[config.mk]
export PLATFORM = sky130hd
export DESIGN_NAME = crystal_chain_scanner
export DESIGN_NICKNAME = d
export VERILOG_FILES = /design/src/rtl/crystal_scan_pkg.sv /design/src/rtl/crystal_onehot_decode.sv /design/src/rtl/crystal_chain_scanner.sv
export SDC_FILE = /design/constraint.sdc
export NUM_CORES = 1
export LEC_CHECK = 0
export ABC_AREA = 0
export BUFFER_PORTS_ARGS = -buffer_cell sky130_fd_sc_hd__buf_2
export CAP_MARGIN = 10
export CORE_AREA = 2 2 113 115
export CTS_CLUSTER_SIZE = 8
export DETAILED_ROUTE_END_ITERATION = 16
export DIE_AREA = 0 0 115 117
export PLACE_DENSITY = 0.71
export REMOVE_ABC_BUFFERS = 1
export SYNTH_ARGS = -nofsm -noshare
export SYNTH_HDL_FRONTEND = slang
export SYNTH_SLANG_ARGS = --single-unit
[constraint.sdc]
create_clock -name system_clk -period 4.2 [get_ports system_clk]
set_clock_uncertainty 0.1 [all_clocks]
set_input_delay 1.05 -clock system_clk [delete_from_list [all_inputs] [get_ports system_clk]]
set_output_delay 1.05 -clock system_clk [all_outputs]
set_load 0.005 [all_outputs]
[src/rtl/crystal_scan_pkg.sv]
// Shared types and helpers for the crystal chain scanner and the ship logic that reuses
// its one-hot decoder.
package crystal_scan_pkg;

    typedef enum logic [2:0] {
        ST_IDLE   = 3'd0,
        ST_ARMED  = 3'd1,
        ST_GAP    = 3'd2,
        ST_DRIVE  = 3'd3,
        ST_SAMPLE = 3'd4,
        ST_DONE   = 3'd5
    } scan_state_e;

    typedef struct packed {
        logic       valid;
        logic [3:0] idx;
    } onehot_dec_t;

    // One extra bit above the pin index so the all-ones NONE code never aliases a real pin.
    function automatic int ent_width(input int n_pins);
        return $clog2(n_pins) + 1;
    endfunction

    function automatic logic [7:0] none_code(input int ent_w);
        return 8'((32'd1 << ent_w) - 32'd1);
    endfunction

    function automatic onehot_dec_t onehot_to_idx(input logic [15:0] vec);
        onehot_dec_t res;
        res.valid = ($countones(vec) == 32'sd1);
        res.idx   = 4'd0;
        for (int i = 0; i < 16; i++) begin
            res.idx = res.idx | (vec[i] ? 4'(i) : 4'd0);
        end
        return res;
    endfunction

endpackage

[src/rtl/crystal_onehot_decode.sv]
// Combinational one-hot sense decoder: reports whether exactly one pin is set and which one.
module crystal_onehot_decode
    import crystal_scan_pkg::*;
#(
    parameter int N_PINS = 8,
    localparam int IDX_W = $clog2(N_PINS)
) (
    input  logic [N_PINS-1:0] sense,
    output logic              valid,
    output logic [IDX_W-1:0]  index
);

    onehot_dec_t dec_s;

    assign dec_s = onehot_to_idx(16'(sense));
    assign valid = dec_s.valid;
    assign index = IDX_W'(dec_s.idx);

endmodule

[src/rtl/crystal_chain_scanner.sv]
// Probes the GPIO bank one pin per stage, decodes the synchronised sense bank and commits
// the discovered crystal map atomically once the scan finishes or aborts.
module crystal_chain_scanner
    import crystal_scan_pkg::*;
#(
    parameter int N_PINS        = 8,
    parameter int N_STAGES      = 8,
    parameter int SETTLE_CYCLES = 50000,
    parameter int START_PIN     = 0,
    localparam int ENT_W        = ent_width(N_PINS)
) (
    input  logic                      system_clk,
    input  logic                      rst,
    input  logic                      get_crystal_array,
    input  logic                      chain_mode,
    input  logic [N_PINS-1:0]         GPIO_0i,
    output logic [N_PINS-1:0]         GPIO_0o,
    output logic [N_STAGES*ENT_W-1:0] map_o,
    output logic [N_STAGES-1:0]       stage_err_o,
    output logic                      loop_o,
    output logic                      busy_o,
    output logic                      done_o
);

    localparam int IDX_W = ENT_W - 1;
    localparam int STG_W = (N_STAGES > 1) ? $clog2(N_STAGES) : 1;
    localparam int TMR_W = $clog2(SETTLE_CYCLES + 1);
    localparam logic [ENT_W-1:0]  NONE    = ENT_W'(none_code(ENT_W));
    localparam logic [N_PINS-1:0] PIN_ONE = {{(N_PINS-1){1'b0}}, 1'b1};

    scan_state_e               state_r, state_s;
    logic [N_PINS-1:0]         sense_meta_r, sense_sync_r;
    logic [STG_W-1:0]          stage_r;
    logic [TMR_W-1:0]          timer_r;
    logic                      mode_r;
    logic [N_STAGES*ENT_W-1:0] shadow_r, map_r;
    logic [N_STAGES-1:0]       serr_r, err_r;
    logic                      loop_r, loop_out_r;
    logic [N_PINS-1:0]         visited_r, drive_r;
    logic [IDX_W-1:0]          last_idx_r;
    logic                      busy_r, done_r;

    logic                      dec_valid_s;
    logic [IDX_W-1:0]          dec_idx_s;
    logic [IDX_W-1:0]          probe_idx_s;
    logic                      probe_en_s;
    logic [N_PINS-1:0]         probe_oh_s;
    logic                      sample_ok_s, loop_hit_s, abort_s, last_s;

    assign GPIO_0o     = drive_r;
    assign map_o       = map_r;
    assign stage_err_o = err_r;
    assign loop_o      = loop_out_r;
    assign busy_o      = busy_r;
    assign done_o      = done_r;

    // Two-flop synchroniser for the asynchronous sense bank.
    always_ff @(posedge system_clk) begin
        if (rst) begin
            sense_meta_r <= {N_PINS{1'b0}};
            sense_sync_r <= {N_PINS{1'b0}};
        end else begin
            sense_meta_r <= GPIO_0i;
            sense_sync_r <= sense_meta_r;
        end
    end

    crystal_onehot_decode #(.N_PINS(N_PINS)) u_decode (
        .sense (sense_sync_r),
        .valid (dec_valid_s),
        .index (dec_idx_s)
    );

    // Probe selection: chain mode follows the previous stage's answer, sweep walks the pins.
    always_comb begin
        probe_idx_s = IDX_W'(START_PIN);
        probe_en_s  = 1'b1;
        if (mode_r) begin
            if (stage_r == {STG_W{1'b0}}) begin
                probe_idx_s = IDX_W'(START_PIN);
            end else begin
                probe_idx_s = last_idx_r;
            end
        end else begin
            probe_idx_s = IDX_W'(stage_r);
            probe_en_s  = (int'(stage_r) < N_PINS);
        end
        probe_oh_s  = probe_en_s ? (PIN_ONE << probe_idx_s) : {N_PINS{1'b0}};
        sample_ok_s = dec_valid_s & probe_en_s;
        loop_hit_s  = mode_r & sample_ok_s & visited_r[dec_idx_s];
        abort_s     = mode_r & (~sample_ok_s | loop_hit_s);
        last_s      = (int'(stage_r) == N_STAGES - 1);
    end

    // Next-state logic.
    always_comb begin
        state_s = state_r;
        case (state_r)
            ST_IDLE: begin
                if (get_crystal_array) state_s = ST_ARMED;
                else                   state_s = ST_IDLE;
            end
            ST_ARMED: begin
                if (!get_crystal_array) state_s = ST_GAP;
                else                    state_s = ST_ARMED;
            end
            ST_GAP:   state_s = ST_DRIVE;
            ST_DRIVE: begin
                if (timer_r == TMR_W'(SETTLE_CYCLES - 1)) state_s = ST_SAMPLE;
                else                                      state_s = ST_DRIVE;
            end
            ST_SAMPLE: begin
                if (last_s || abort_s) state_s = ST_DONE;
                else                   state_s = ST_GAP;
            end
            ST_DONE:  state_s = ST_IDLE;
            default:  state_s = ST_IDLE;
        endcase
    end

    // State register, probe drive, shadow capture and atomic commit of the results.
    always_ff @(posedge system_clk) begin
        if (rst) begin
            state_r    <= ST_IDLE;
            stage_r    <= {STG_W{1'b0}};
            timer_r    <= {TMR_W{1'b0}};
            mode_r     <= 1'b0;
            shadow_r   <= {N_STAGES{NONE}};
            serr_r     <= {N_STAGES{1'b0}};
            loop_r     <= 1'b0;
            visited_r  <= {N_PINS{1'b0}};
            last_idx_r <= {IDX_W{1'b0}};
            drive_r    <= {N_PINS{1'b0}};
            map_r      <= {N_STAGES{NONE}};
            err_r      <= {N_STAGES{1'b0}};
            loop_out_r <= 1'b0;
            busy_r     <= 1'b0;
            done_r     <= 1'b0;
        end else begin
            state_r <= state_s;
            drive_r <= (state_s == ST_DRIVE || state_s == ST_SAMPLE) ? probe_oh_s
                                                                     : {N_PINS{1'b0}};
            done_r  <= 1'b0;
            case (state_r)
                ST_ARMED: begin
                    if (!get_crystal_array) begin
                        mode_r    <= chain_mode;
                        stage_r   <= {STG_W{1'b0}};
                        shadow_r  <= {N_STAGES{NONE}};
                        serr_r    <= {N_STAGES{1'b0}};
                        loop_r    <= 1'b0;
                        visited_r <= {N_PINS{1'b0}};
                        busy_r    <= 1'b1;
                    end
                end
                ST_GAP:   timer_r <= {TMR_W{1'b0}};
                ST_DRIVE: timer_r <= timer_r + TMR_W'(1);
                ST_SAMPLE: begin
                    if (sample_ok_s) begin
                        shadow_r[int'(stage_r)*ENT_W +: ENT_W] <= {1'b0, dec_idx_s};
                        visited_r[dec_idx_s] <= 1'b1;
                        last_idx_r           <= dec_idx_s;
                        if (loop_hit_s) loop_r <= 1'b1;
                    end else begin
                        serr_r[stage_r] <= 1'b1;
                    end
                    // Stages an abort never reaches are flagged as errors too.
                    if (abort_s) begin
                        for (int j = 0; j < N_STAGES; j++) begin
                            if (j > int'(stage_r)) serr_r[j] <= 1'b1;
                        end
                    end
                    if (!abort_s && !last_s) stage_r <= stage_r + STG_W'(1);
                end
                ST_DONE: begin
                    map_r      <= shadow_r;
                    err_r      <= serr_r;
                    loop_out_r <= loop_r;
                    done_r     <= 1'b1;
                    busy_r     <= 1'b0;
                end
                default: ;
            endcase
        end
    end

endmodule

==> key figures <==
Power and ir drop
  • Switching share of power: 0.215
  • Combinational power share: 0.060
  • Leakage: 2.94 nW
  • Power Dens Cells: 448 nW/µm²
  • Sw Pwr: 0.682 mW
  • Power share of the clock group: 0.500
  • VDD IR max: 0.235 mV
  • Cell Int Power: 2.49 mW
  • Sequential fraction of design power: 0.440

STA
  • Share of the clock period used by the worst path: 0.955
  • RSZ-0062 raised after global routing: no
  • F_max: 249 MHz
  • Worst setup margin: 0.187 ns
  • Hold slack: 0.333 ns
  • Slew Viols, Final: 0
  • Endpoints failing setup: 0
  • Worst slew margin: 0.270
  • Final min period: 4.01 ns
  • Setup TNS: 0 ns
  • Worst-Margin Slew: 1.09 ns
  • Final hold vios: 0

GRT
  • Total GRT Usage: 0.197
  • Remaining Overflow, GRT: 0
  • Vias in the first global route: 4491
  • Largest net degree at the start of global routing: 115
  • Initial antenna violation count: 0
  • First-pass GRT wire length: 20800 µm

Final layout
  • Filler cells: 1121
  • Layout cells sized above 1: 0.157
  • Area growth syn-to-layout: 17.5%
  • Antenna Cells: 0
  • Commonest non-fill, non-tap cell in the layout: dfxtp_1
  • Final net count: 772
  • Commonest cells after routing, fill and taps aside: 141 x dfxtp_1, 113 x nand2_1, 62 x buf_2, 60 x nor2_1, 42 x a21oi_1

Place
  • Post-DP HPWL: 8570 µm
  • GP Congestion: 0.854
  • IO Port Bufs: 62
  • Place WS: 0.0148 ns

Floorplan
  • IO Count: 63
  • Core Footprint: 12300 µm²
  • Row count: 41
  • Initial core utilization: 0.489
  • Die width: 115 µm
  • Die Footprint: 13500 µm²
  • Die height: 117 µm

Clock network
  • H-tree Lvls: 4
  • CTS max path bufs: 2
  • # clock sinks: 142
  • Worst-Skew Late Latency: 0.42 ns
  • # hold bufs at CTS: 0
  • CTS Buf Count: 17
  • Clk slew on worst S/H paths: 0.06 ns
  • Root Buffer: clkbuf_16
  • CTS tree: done

Status
  • Status: finished, final reports clean

Route
  • Routed wire length: 12800 µm
  • DR WL/cell: 14.3 µm
  • Iter 0 DRT Violations: 365
  • DRC: 0
  • Via count: 4870
  • Detail Route Antenna Nets: 0
  • DRT Pass-1 Iters: 5
  • DR vias/cell: 5.41

Synthesis
  • Top_reg_cell synth: dfxtp_1
  • Average size of a mapped cell: 8.74 µm²
  • Number of synthesized flops with an enable pin: 0
  • Sequential fraction of the synthesis area: 0.473
  • FF+latch count, synth: 142
  • Post-synth ARST share: 0
  • Post-Syn Area: 6010 µm²
  • Post-Synthesis Cells: 688
  • Yosys warning total: 0
  • Post-synth cell types: 57

Critical path
  • CP top delay family: adder cells
  • Crit-path max cell delay: 0.53 ns
  • CP arrival: 4.22 ns
  • Critical Path, Cell by Cell: inv_1, ha_1, inv_1, fa_1, fa_1, inv_1, ha_1, fa_1, or4b_4, nor2_4, nor2_4, a21oi_4, nor2b_1, a211o_1
  • Worst Setup Start Kind: flop
  • Worst setup EP type: flop
  • R2R setup slack: 0.19 ns
  • Crit Path Category: flop to flop
  • CP Buf/Inv Count: 3
  • CP Max Fanout: 10
  • Required @ worst endpoint: 4.40 ns
  • Slowest CP cell: or4b_4

Job
  • # Max-Cap Violations: 0

Worst hold path
  • Hold Path Class: flop to flop
[metrics by stage]
step                instances  instance area, µm²  utilization  power (mW)
detailed placement        869                6410        0.521        1.61
global placement          869                6410        0.521        1.60
CTS                       899                7040        0.572        3.19
floorplan                 650                5860            -        1.53
finish                    900                7070        0.574        3.17
global route              900                7070        0.574        3.28
[per-layer routing]
| layer | global-route usage | share of wire |
|---|---|---|
| met5 | 0 | 0 |
| met4 | 0.0691 | 0.014 |
| met3 | 0.0587 | 0.049 |
| met2 | 0.342 | 0.51 |
| met1 | 0.233 | 0.43 |
[registers in the layout, indices dropped and copies added, names as in the netlist]
signal / count
busy_o: 1
sense_meta_r: 8
visited_r: 8
serr_r: 8
stage_r: 3
last_idx_r: 3
stage_err_o: 8
timer_r: 16
state_r: 3
shadow_r: 32
loop_o: 1
map_o: 32
mode_r: 1
GPIO_0o: 8
loop_r: 1
sense_sync_r: 8
done_o: 1
[worst register-to-register path, delay by kind of cell, from the launching register on]
kind / cells / cell delay, ns
adders and majority gates: 5 / 1.83
and+or+nand+nor: 4 / 0.87
DFF: 1 / 0.39
buffers and inverters: 3 / 0.16
AOI/OAI and AO/OA: 2 / 0.55
[repair_timing]
item | CTS | global route
resized for setup | 0 | 4
buffers inserted | 0 | 1
setup endpoints to repair | 0 | 33
[layout make-up]
class	count	area, µm²	area share
Multi-Input combinational cell	484	2940	0.417
Clock buffer	20	467	0.0661
Sequential cell	142	2840	0.403
Timing Repair Buffer	70	370	0.0524
Tap cell	150	188	0.0266
Clock inverter	10	163	0.0230
Inverter	24	90.1	0.0128
[cell usage after synthesis, types with 2 or more instances]
library cell  instances  share of area
xor2_1                4         0.0058
a22oi_1               2         0.0025
nand2_1             113          0.071
nor4_1                2         0.0021
mux2i_1               9          0.015
a211o_1              20          0.029
nor4b_1               3         0.0044
clkbuf_1             33          0.021
a21oi_4               2         0.0054
nor2b_1              37          0.038
fa_1                  4          0.013
nand3_1              14          0.012
and2_1                3         0.0031
nand3b_1             33          0.041
and3_1                9         0.0094
o21ai_0              29          0.024
nor3_1               13          0.011
nor2_4                4         0.0075
nor3b_1               3         0.0037
nand4_1               4         0.0042
inv_1                23          0.014
xnor2_1               2         0.0029
buf_2                 3         0.0025
a32oi_1               2         0.0029
nand2b_1             11          0.011
ha_1                 17          0.035
dfxtp_1             142           0.47
a21o_1                6         0.0075
nor2_1               60          0.037
a211oi_1              5         0.0062
o211ai_1              2         0.0025
a31oi_1               6         0.0062
or4_1                 2         0.0025
a21oi_1              43          0.036
[cells by family after synthesis]
group / synth area share
and+or+nand+nor: 0.268
xor gates and xnor gates: 0.00874
adders and majority gates: 0.0487
muxes: 0.0206
DFF: 0.473
buffers and inverters: 0.0399
AOI/OAI and AO/OA: 0.141
[final timing paths]
| path | start | end | depth (start not counted) |
|---|---|---|---|
| worst min register to register | sense_meta_r[0]$_SDFF_PP0_ | sense_sync_r[0]$_SDFF_PP0_ | 1 |
| worst max-delay path | sense_sync_r[5]$_SDFF_PP0_ | shadow_r[2]$_SDFFE_PP1P_ | 14 |
| worst min-delay path | sense_meta_r[0]$_SDFF_PP0_ | sense_sync_r[0]$_SDFF_PP0_ | 1 |
| worst max register to register | sense_sync_r[5]$_SDFF_PP0_ | shadow_r[2]$_SDFFE_PP1P_ | 14 |
[power groups by stage]
stage               logic, mW  clock network (mW)  registers [mW]
floorplan               0.119                   0            1.42
global placement        0.178                   0            1.42
detailed placement      0.185                   0            1.42
CTS                     0.186                1.61            1.39
global route            0.211                1.67            1.40
finish                  0.191                1.58            1.39
(Power assumes the default switching activity.)
